==> src/rtl/calendar_digits.sv <==
// BCD calendar/clock: YY-MM-DD hh:mm:ss plus day-of-week, advanced by a prescaled tick strobe.
// Load has priority over tick; all digits and event pulses are registered.
module calendar_digits #(
  parameter int unsigned PRESCALE = 1,
  parameter int unsigned LEAP_EN  = 1,
  parameter int unsigned DOW_EN   = 1
) (
  input  logic       clk_i,
  input  logic       rst_i,
  input  logic       inc_i,
  input  logic       load_i,
  input  logic [3:0] year_h_load_i,
  input  logic [3:0] year_l_load_i,
  input  logic       month_h_load_i,
  input  logic [3:0] month_l_load_i,
  input  logic [1:0] day_h_load_i,
  input  logic [3:0] day_l_load_i,
  input  logic [1:0] hour_h_load_i,
  input  logic [3:0] hour_l_load_i,
  input  logic [2:0] minute_h_load_i,
  input  logic [3:0] minute_l_load_i,
  input  logic [2:0] second_h_load_i,
  input  logic [3:0] second_l_load_i,
  input  logic [2:0] dow_load_i,
  output logic [3:0] year_h_digit_o,
  output logic [3:0] year_l_digit_o,
  output logic       month_h_digit_o,
  output logic [3:0] month_l_digit_o,
  output logic [1:0] day_h_digit_o,
  output logic [3:0] day_l_digit_o,
  output logic [1:0] hour_h_digit_o,
  output logic [3:0] hour_l_digit_o,
  output logic [2:0] minute_h_digit_o,
  output logic [3:0] minute_l_digit_o,
  output logic [2:0] second_h_digit_o,
  output logic [3:0] second_l_digit_o,
  output logic [2:0] dow_o,
  output logic       second_o,
  output logic       minute_o,
  output logic       day_o
);

  localparam int unsigned PW = (PRESCALE > 1) ? $clog2(PRESCALE) : 1;
  localparam logic [PW-1:0] PTop = PW'(PRESCALE - 1);

  function automatic logic [7:0] bcd_val(input logic [3:0] h, input logic [3:0] l);
    return {4'd0, h} * 8'd10 + {4'd0, l};
  endfunction

  // Wrap on >= so out-of-range loaded fields recover on the next carry.
  function automatic logic at_max(input logic [3:0] h, input logic [3:0] l, input logic [7:0] maxv);
    return bcd_val(h, l) >= maxv;
  endfunction

  logic [3:0] year_h_q, year_h_d, year_l_q, year_l_d;
  logic       month_h_q, month_h_d;
  logic [3:0] month_l_q, month_l_d;
  logic [1:0] day_h_q, day_h_d, hour_h_q, hour_h_d;
  logic [3:0] day_l_q, day_l_d, hour_l_q, hour_l_d;
  logic [2:0] minute_h_q, minute_h_d, second_h_q, second_h_d;
  logic [3:0] minute_l_q, minute_l_d, second_l_q, second_l_d;
  logic [2:0] dow_q, dow_d;
  logic       sec_p_q, sec_p_d, min_p_q, min_p_d, day_p_q, day_p_d;
  logic [PW-1:0] presc_q, presc_d;

  logic       adv;
  logic       sec_wrap, min_wrap, hour_wrap, day_wrap, mon_wrap, year_wrap;
  logic [7:0] mval, yval, dim;

  always_comb begin
    adv       = inc_i & ~load_i & (presc_q == PTop);
    mval      = bcd_val(4'(month_h_q), month_l_q);
    yval      = bcd_val(year_h_q, year_l_q);
    case (mval)
      8'd2:                      dim = ((LEAP_EN != 0) && (yval[1:0] == 2'b00)) ? 8'd29 : 8'd28;
      8'd4, 8'd6, 8'd9, 8'd11:   dim = 8'd30;
      default:                   dim = 8'd31;
    endcase
    sec_wrap  = at_max(4'(second_h_q), second_l_q, 8'd59);
    min_wrap  = at_max(4'(minute_h_q), minute_l_q, 8'd59);
    hour_wrap = at_max(4'(hour_h_q), hour_l_q, 8'd23);
    day_wrap  = at_max(4'(day_h_q), day_l_q, dim);
    mon_wrap  = at_max(4'(month_h_q), month_l_q, 8'd12);
    year_wrap = at_max(year_h_q, year_l_q, 8'd99);
  end

  always_comb begin
    presc_d = presc_q;
    if (load_i) begin
      presc_d = '0;
    end else if (inc_i) begin
      presc_d = (presc_q == PTop) ? '0 : presc_q + PW'(1);
    end
  end

  always_comb begin
    year_h_d   = year_h_q;   year_l_d   = year_l_q;
    month_h_d  = month_h_q;  month_l_d  = month_l_q;
    day_h_d    = day_h_q;    day_l_d    = day_l_q;
    hour_h_d   = hour_h_q;   hour_l_d   = hour_l_q;
    minute_h_d = minute_h_q; minute_l_d = minute_l_q;
    second_h_d = second_h_q; second_l_d = second_l_q;
    dow_d      = dow_q;
    sec_p_d    = 1'b0;
    min_p_d    = 1'b0;
    day_p_d    = 1'b0;
    if (load_i) begin
      year_h_d   = year_h_load_i;   year_l_d   = year_l_load_i;
      month_h_d  = month_h_load_i;  month_l_d  = month_l_load_i;
      day_h_d    = day_h_load_i;    day_l_d    = day_l_load_i;
      hour_h_d   = hour_h_load_i;   hour_l_d   = hour_l_load_i;
      minute_h_d = minute_h_load_i; minute_l_d = minute_l_load_i;
      second_h_d = second_h_load_i; second_l_d = second_l_load_i;
      dow_d      = dow_load_i;
    end else if (adv) begin
      sec_p_d = 1'b1;
      if (!sec_wrap) begin
        if (second_l_q >= 4'd9) begin second_h_d = second_h_q + 3'd1; second_l_d = '0; end
        else second_l_d = second_l_q + 4'd1;
      end else begin
        second_h_d = '0; second_l_d = '0; min_p_d = 1'b1;
        if (!min_wrap) begin
          if (minute_l_q >= 4'd9) begin minute_h_d = minute_h_q + 3'd1; minute_l_d = '0; end
          else minute_l_d = minute_l_q + 4'd1;
        end else begin
          minute_h_d = '0; minute_l_d = '0;
          if (!hour_wrap) begin
            if (hour_l_q >= 4'd9) begin hour_h_d = hour_h_q + 2'd1; hour_l_d = '0; end
            else hour_l_d = hour_l_q + 4'd1;
          end else begin
            hour_h_d = '0; hour_l_d = '0; day_p_d = 1'b1;
            dow_d = (dow_q >= 3'd6) ? 3'd0 : dow_q + 3'd1;
            if (!day_wrap) begin
              if (day_l_q >= 4'd9) begin day_h_d = day_h_q + 2'd1; day_l_d = '0; end
              else day_l_d = day_l_q + 4'd1;
            end else begin
              day_h_d = '0; day_l_d = 4'd1;
              if (!mon_wrap) begin
                if (month_l_q >= 4'd9) begin month_h_d = 1'b1; month_l_d = '0; end
                else month_l_d = month_l_q + 4'd1;
              end else begin
                month_h_d = '0; month_l_d = 4'd1;
                if (year_wrap) begin
                  year_h_d = '0; year_l_d = '0;
                end else if (year_l_q >= 4'd9) begin
                  year_h_d = year_h_q + 4'd1; year_l_d = '0;
                end else begin
                  year_l_d = year_l_q + 4'd1;
                end
              end
            end
          end
        end
      end
    end
  end

  always_ff @(posedge clk_i or negedge rst_i) begin
    if (!rst_i) begin
      year_h_q   <= '0;   year_l_q   <= '0;
      month_h_q  <= '0;   month_l_q  <= 4'd1;
      day_h_q    <= '0;   day_l_q    <= 4'd1;
      hour_h_q   <= '0;   hour_l_q   <= '0;
      minute_h_q <= '0;   minute_l_q <= '0;
      second_h_q <= '0;   second_l_q <= '0;
      dow_q      <= 3'd6;
      sec_p_q    <= 1'b0; min_p_q    <= 1'b0; day_p_q <= 1'b0;
      presc_q    <= '0;
    end else begin
      year_h_q   <= year_h_d;   year_l_q   <= year_l_d;
      month_h_q  <= month_h_d;  month_l_q  <= month_l_d;
      day_h_q    <= day_h_d;    day_l_q    <= day_l_d;
      hour_h_q   <= hour_h_d;   hour_l_q   <= hour_l_d;
      minute_h_q <= minute_h_d; minute_l_q <= minute_l_d;
      second_h_q <= second_h_d; second_l_q <= second_l_d;
      dow_q      <= dow_d;
      sec_p_q    <= sec_p_d;    min_p_q    <= min_p_d;    day_p_q <= day_p_d;
      presc_q    <= presc_d;
    end
  end

  assign year_h_digit_o   = year_h_q;
  assign year_l_digit_o   = year_l_q;
  assign month_h_digit_o  = month_h_q;
  assign month_l_digit_o  = month_l_q;
  assign day_h_digit_o    = day_h_q;
  assign day_l_digit_o    = day_l_q;
  assign hour_h_digit_o   = hour_h_q;
  assign hour_l_digit_o   = hour_l_q;
  assign minute_h_digit_o = minute_h_q;
  assign minute_l_digit_o = minute_l_q;
  assign second_h_digit_o = second_h_q;
  assign second_l_digit_o = second_l_q;
  assign dow_o            = (DOW_EN != 0) ? dow_q : 3'd0;
  assign second_o         = sec_p_q;
  assign minute_o         = min_p_q;
  assign day_o            = day_p_q;

endmodule

==> config.mk <==
export PLATFORM = sky130hd
export DESIGN_NAME = calendar_digits
export DESIGN_NICKNAME = d
export VERILOG_FILES = /design/src/rtl/calendar_digits.sv
export SDC_FILE = /design/constraint.sdc
export NUM_CORES = 1
export LEC_CHECK = 0
export BUFFER_PORTS_ARGS = -buffer_cell sky130_fd_sc_hd__buf_2
export CAP_MARGIN = 20
export CORE_ASPECT_RATIO = 0.6
export CORE_MARGIN = 4
export CORE_UTILIZATION = 45
export CTS_BUF_LIST = sky130_fd_sc_hd__clkbuf_4 sky130_fd_sc_hd__clkbuf_8
export DETAILED_ROUTE_END_ITERATION = 8
export PLACE_DENSITY = 0.76
export SYNTH_ARGS = -nofsm -noshare
export SYNTH_HDL_FRONTEND = slang
export SYNTH_SLANG_ARGS = --single-unit
==> constraint.sdc <==
create_clock -name clk_i -period 3.8 [get_ports clk_i]
set_clock_uncertainty 0.2 [all_clocks]
set_input_delay 0.19 -clock clk_i [delete_from_list [all_inputs] [get_ports clk_i]]
set_output_delay 0.19 -clock clk_i [all_outputs]
set_load 0.03 [all_outputs]
==> results by group <==
Drt
  • WL/cell: 16.8 um
  • Via/cell ratio: 5.85
  • DR iter-0 viols: 297
  • Routed WL: 12.0 mm
  • Vias: 4165
  • DRT Pass-1 Iters: 5
  • Final ANT Viol Nets: 0
  • DRC: 0

Timing
  • Worst relative slew slack: 0.551
  • Post-route clock period utilization: 0.951
  • Final setup TNS: 0 ns
  • Tmin final: 3.62 ns
  • RSZ-0062 raised after global routing: no
  • Setup violators final: 0
  • Worst-margin pin slew: 0.674 ns
  • FMAX: 277 MHz
  • Final hold vios: 0
  • Fin. max-slew vios: 0
  • Hold slack: 0.0119 ns

Layout
  • Multi-input gate area: 2690 um^2
  • Layout cells sized above 1: 0.230
  • Register area: 1130 um^2
  • Fin nets: 704
  • Final std cells w/o fill: 712
  • N_diodes: 0
  • Post-route cell area: 5160 um^2
  • Util after Layout: 0.598
  • Layout area overhead: 28.1%
  • FILL cells: 712

Yosys
  • Syn Area/Cell: 8.72 um^2
  • Synth cell types: 71
  • Mux share of post-synthesis cell area: 0.0202
  • Post-synthesis adder-cell area fraction: 0.195
  • Synth Cell Area: 4030 um^2
  • Simple-gate share of the synthesized area: 0.171
  • Ys Warns: 0
  • Post-synth ARST share: 1.00
  • Post-Synth XOR/XNOR Area: 0.0174
  • Post-Syn Nets: 567
  • Number of synthesized flops with an enable pin: 0
  • Largest family of logic cells by synthesized area: compound AO/OA/AOI/OAI gates
  • Gate Count Post-Synth: 462
  • Register area share after synthesis: 0.281
  • Synth Area in Compound Gates: 0.261
  • Top FF cell, synth: dfrtp_1
  • FF+latch count, synth: 45

Floorplan
  • Die Ht: 81.3 um
  • IO Count: 91
  • Die area: 10600 um^2
  • Row cnt: 26
  • Core footprint: 8620 um^2
  • Initial Util: 0.467
  • Die Wd: 130 um

Job
  • Max-cap violations: 0

Placed design
  • Final Wtd Congestion: 0.896
  • Hpwl dp: 8.74 mm
  • Post-Place Cell Area: 4640 um^2
  • Dpl cells: 664
  • PortBufs: 90

Clock network
  • Clock transition at the registers of the reported paths: 0.10 ns
  • CTS tree: done
  • Sink Count: 45
  • Clock root cell: clkbuf_8
  • Max Root-Sink Buffers: 2
  • Total clock buffers created by CTS: 5
  • H-tree levels: 2
  • Clk_lat worst skew: 0.31 ns

Global routing
  • First-pass GRT wire length: 19.8 mm
  • Initial antenna violation count: 0
  • Largest net degree at the start of global routing: 46
  • Vias in the first global route: 4070
  • GR Overflow Total: 0
  • Total track usage: 0.231

Critical path
  • CP Data Required Time: 3.77 ns
  • Slowest-stage cell, CP: or4b_2
  • WS Path Type: reg2reg
  • Max incr delay on CP: 0.60 ns
  • CP max FO: 5
  • CP Capture Type: register
  • CP cell instances: ha_1, ha_1, inv_1, fa_1, inv_1, nor3_1, or4b_2, o41ai_1, buf_4, a2111oi_2, a2111oi_0, a221oi_1
  • Critical Path AT: 3.59 ns
  • Startpoint types: register

Power and ir drop
  • Leak: 0.00243 uW
  • Maximum vdd drop: 0.287 mV
  • Cell area power density: 710 nW/um^2

Status
  • Run status: finished, final reports clean

Hold path
  • Hold Crit Class: in2reg
==> metrics by stage <==
stage	worst slack [ns]	power (uW)
after detailed placement	0.123	3240
after global routing	0.0202	3990
after CTS	0.115	3600
final	0.185	3660
after floorplan	0.111	2540
after global placement	0.215	3120
==> final cells by class <==
| class | count | area share |
|---|---|---|
| flip-flops and latches | 45 | 0.219 |
| well taps | 112 | 0.0272 |
| inverters | 39 | 0.0284 |
| repair buffers | 144 | 0.187 |
| clock buffers | 7 | 0.0163 |
| multi-input cells | 364 | 0.521 |
| clock inverters | 1 | 0.000971 |
==> metal layers <==
metal  vias up  global-route usage  wire, um
met1      1972               0.334      5700
met3        15              0.0440       915
met5         -                   0         0
met4         0              0.0353       114
li1       2004                   -         -
met2       174               0.367      5240
==> registers in the layout (all words and copies together), names as in the netlist <==
register and count:
month_l_digit_o 4, day_h_digit_o 2, year_l_digit_o 4, day_l_digit_o 4
day_o 1, minute_o 1, second_h_digit_o 3, minute_h_digit_o 3
second_o 1, dow_o 3, month_h_digit_o 1, second_l_digit_o 4
year_h_digit_o 4, hour_h_digit_o 2, hour_l_digit_o 4, minute_l_digit_o 4
==> path summary, 6_finish.rpt <==
path                                          startpoint                             to  slack (ns)  cells past startpoint
max                        year_h_digit_o[3]$_DFFE_PN0P_  year_l_digit_o[1]$_DFFE_PN0P_        0.18                     12
min                                     year_h_load_i[3]  year_h_digit_o[3]$_DFFE_PN0P_        0.01                      3
max reg2reg                year_h_digit_o[3]$_DFFE_PN0P_  year_l_digit_o[1]$_DFFE_PN0P_        0.18                     12
min reg2reg                         dow_o[2]$_DFFE_PN1P_           dow_o[2]$_DFFE_PN1P_        0.32                      2
max in group asynchronous                          rst_i   day_l_digit_o[0]$_DFFE_PN1P_        2.79                      3
min in group asynchronous                          rst_i   day_h_digit_o[1]$_DFFE_PN0P_        0.06                      2
==> worst max-delay path: cells and delay by family, from the launching register on <==
kind / cells / cell delay, ns
adder cells (fa/ha/maj): 3 / 0.99
buffers and inverters: 3 / 0.35
AND/OR/NAND/NOR: 2 / 0.78
flip-flops: 1 / 0.43
AO/OA/AOI/OAI: 4 / 0.73
==> cells in the final DEF (no fill, tap or decap), drive strengths merged, types with 4 or more instances in the layout <==
cell type	n
dlygate4sd3	38
o22ai	10
inv	38
o31ai	4
o21ai	30
a221oi	6
fa	6
xnor2	4
nor4	5
dfstp	4
xor2	4
a221o	7
a2bb2oi	5
nand2	40
a211oi	7
clkbuf	7
nand3	19
a32oi	5
dfrtp	41
a31oi	5
a21o	4
a22oi	6
a41oi	4
ha	53
a21oi	26
buf	106
nor2	40
mux2i	7
nor3	13
==> report_power, final <==
group | internal (uW) | leakage, uW | switching, uW
Clock | 144 | 0.0000491 | 182
Combinational | 954 | 0.00184 | 1520
Sequential | 618 | 0.000538 | 247
Total | 1720 | 0.00243 | 1950
==> cells by family (layout without fill, tap and decap cells) <==
family	count (synthesis)	in the layout
AO/OA/AOI/OAI	147	147
AND/OR/NAND/NOR	142	142
adder cells (fa/ha/maj)	59	59
buffers and inverters	53	191
flip-flops	45	45
XOR/XNOR	8	8
multiplexers	8	8
==> synthesized netlist by cell type, types with 7 or more instances <==
master,n,share of area
nand3_1,19,0.024
inv_1,38,0.035
o22ai_1,10,0.016
a21oi_1,25,0.031
nor2_1,40,0.037
mux2i_1,7,0.017
o21ai_0,25,0.031
nand2_1,40,0.037
nor3_1,11,0.014
dfrtp_1,41,0.25
ha_1,53,0.16
a221o_1,7,0.017
clkbuf_1,10,0.0093
==> repair_timing <==
action | 4_1_cts | 5_1_grt
resized for setup | 0 | 3
setup buffers | 0 | 1
hold buffers | 38 | 0
hold endpoints to repair | 78 | 0
endpoints found under the setup margin | 0 | 9
Power figures use the tool's default switching activity.
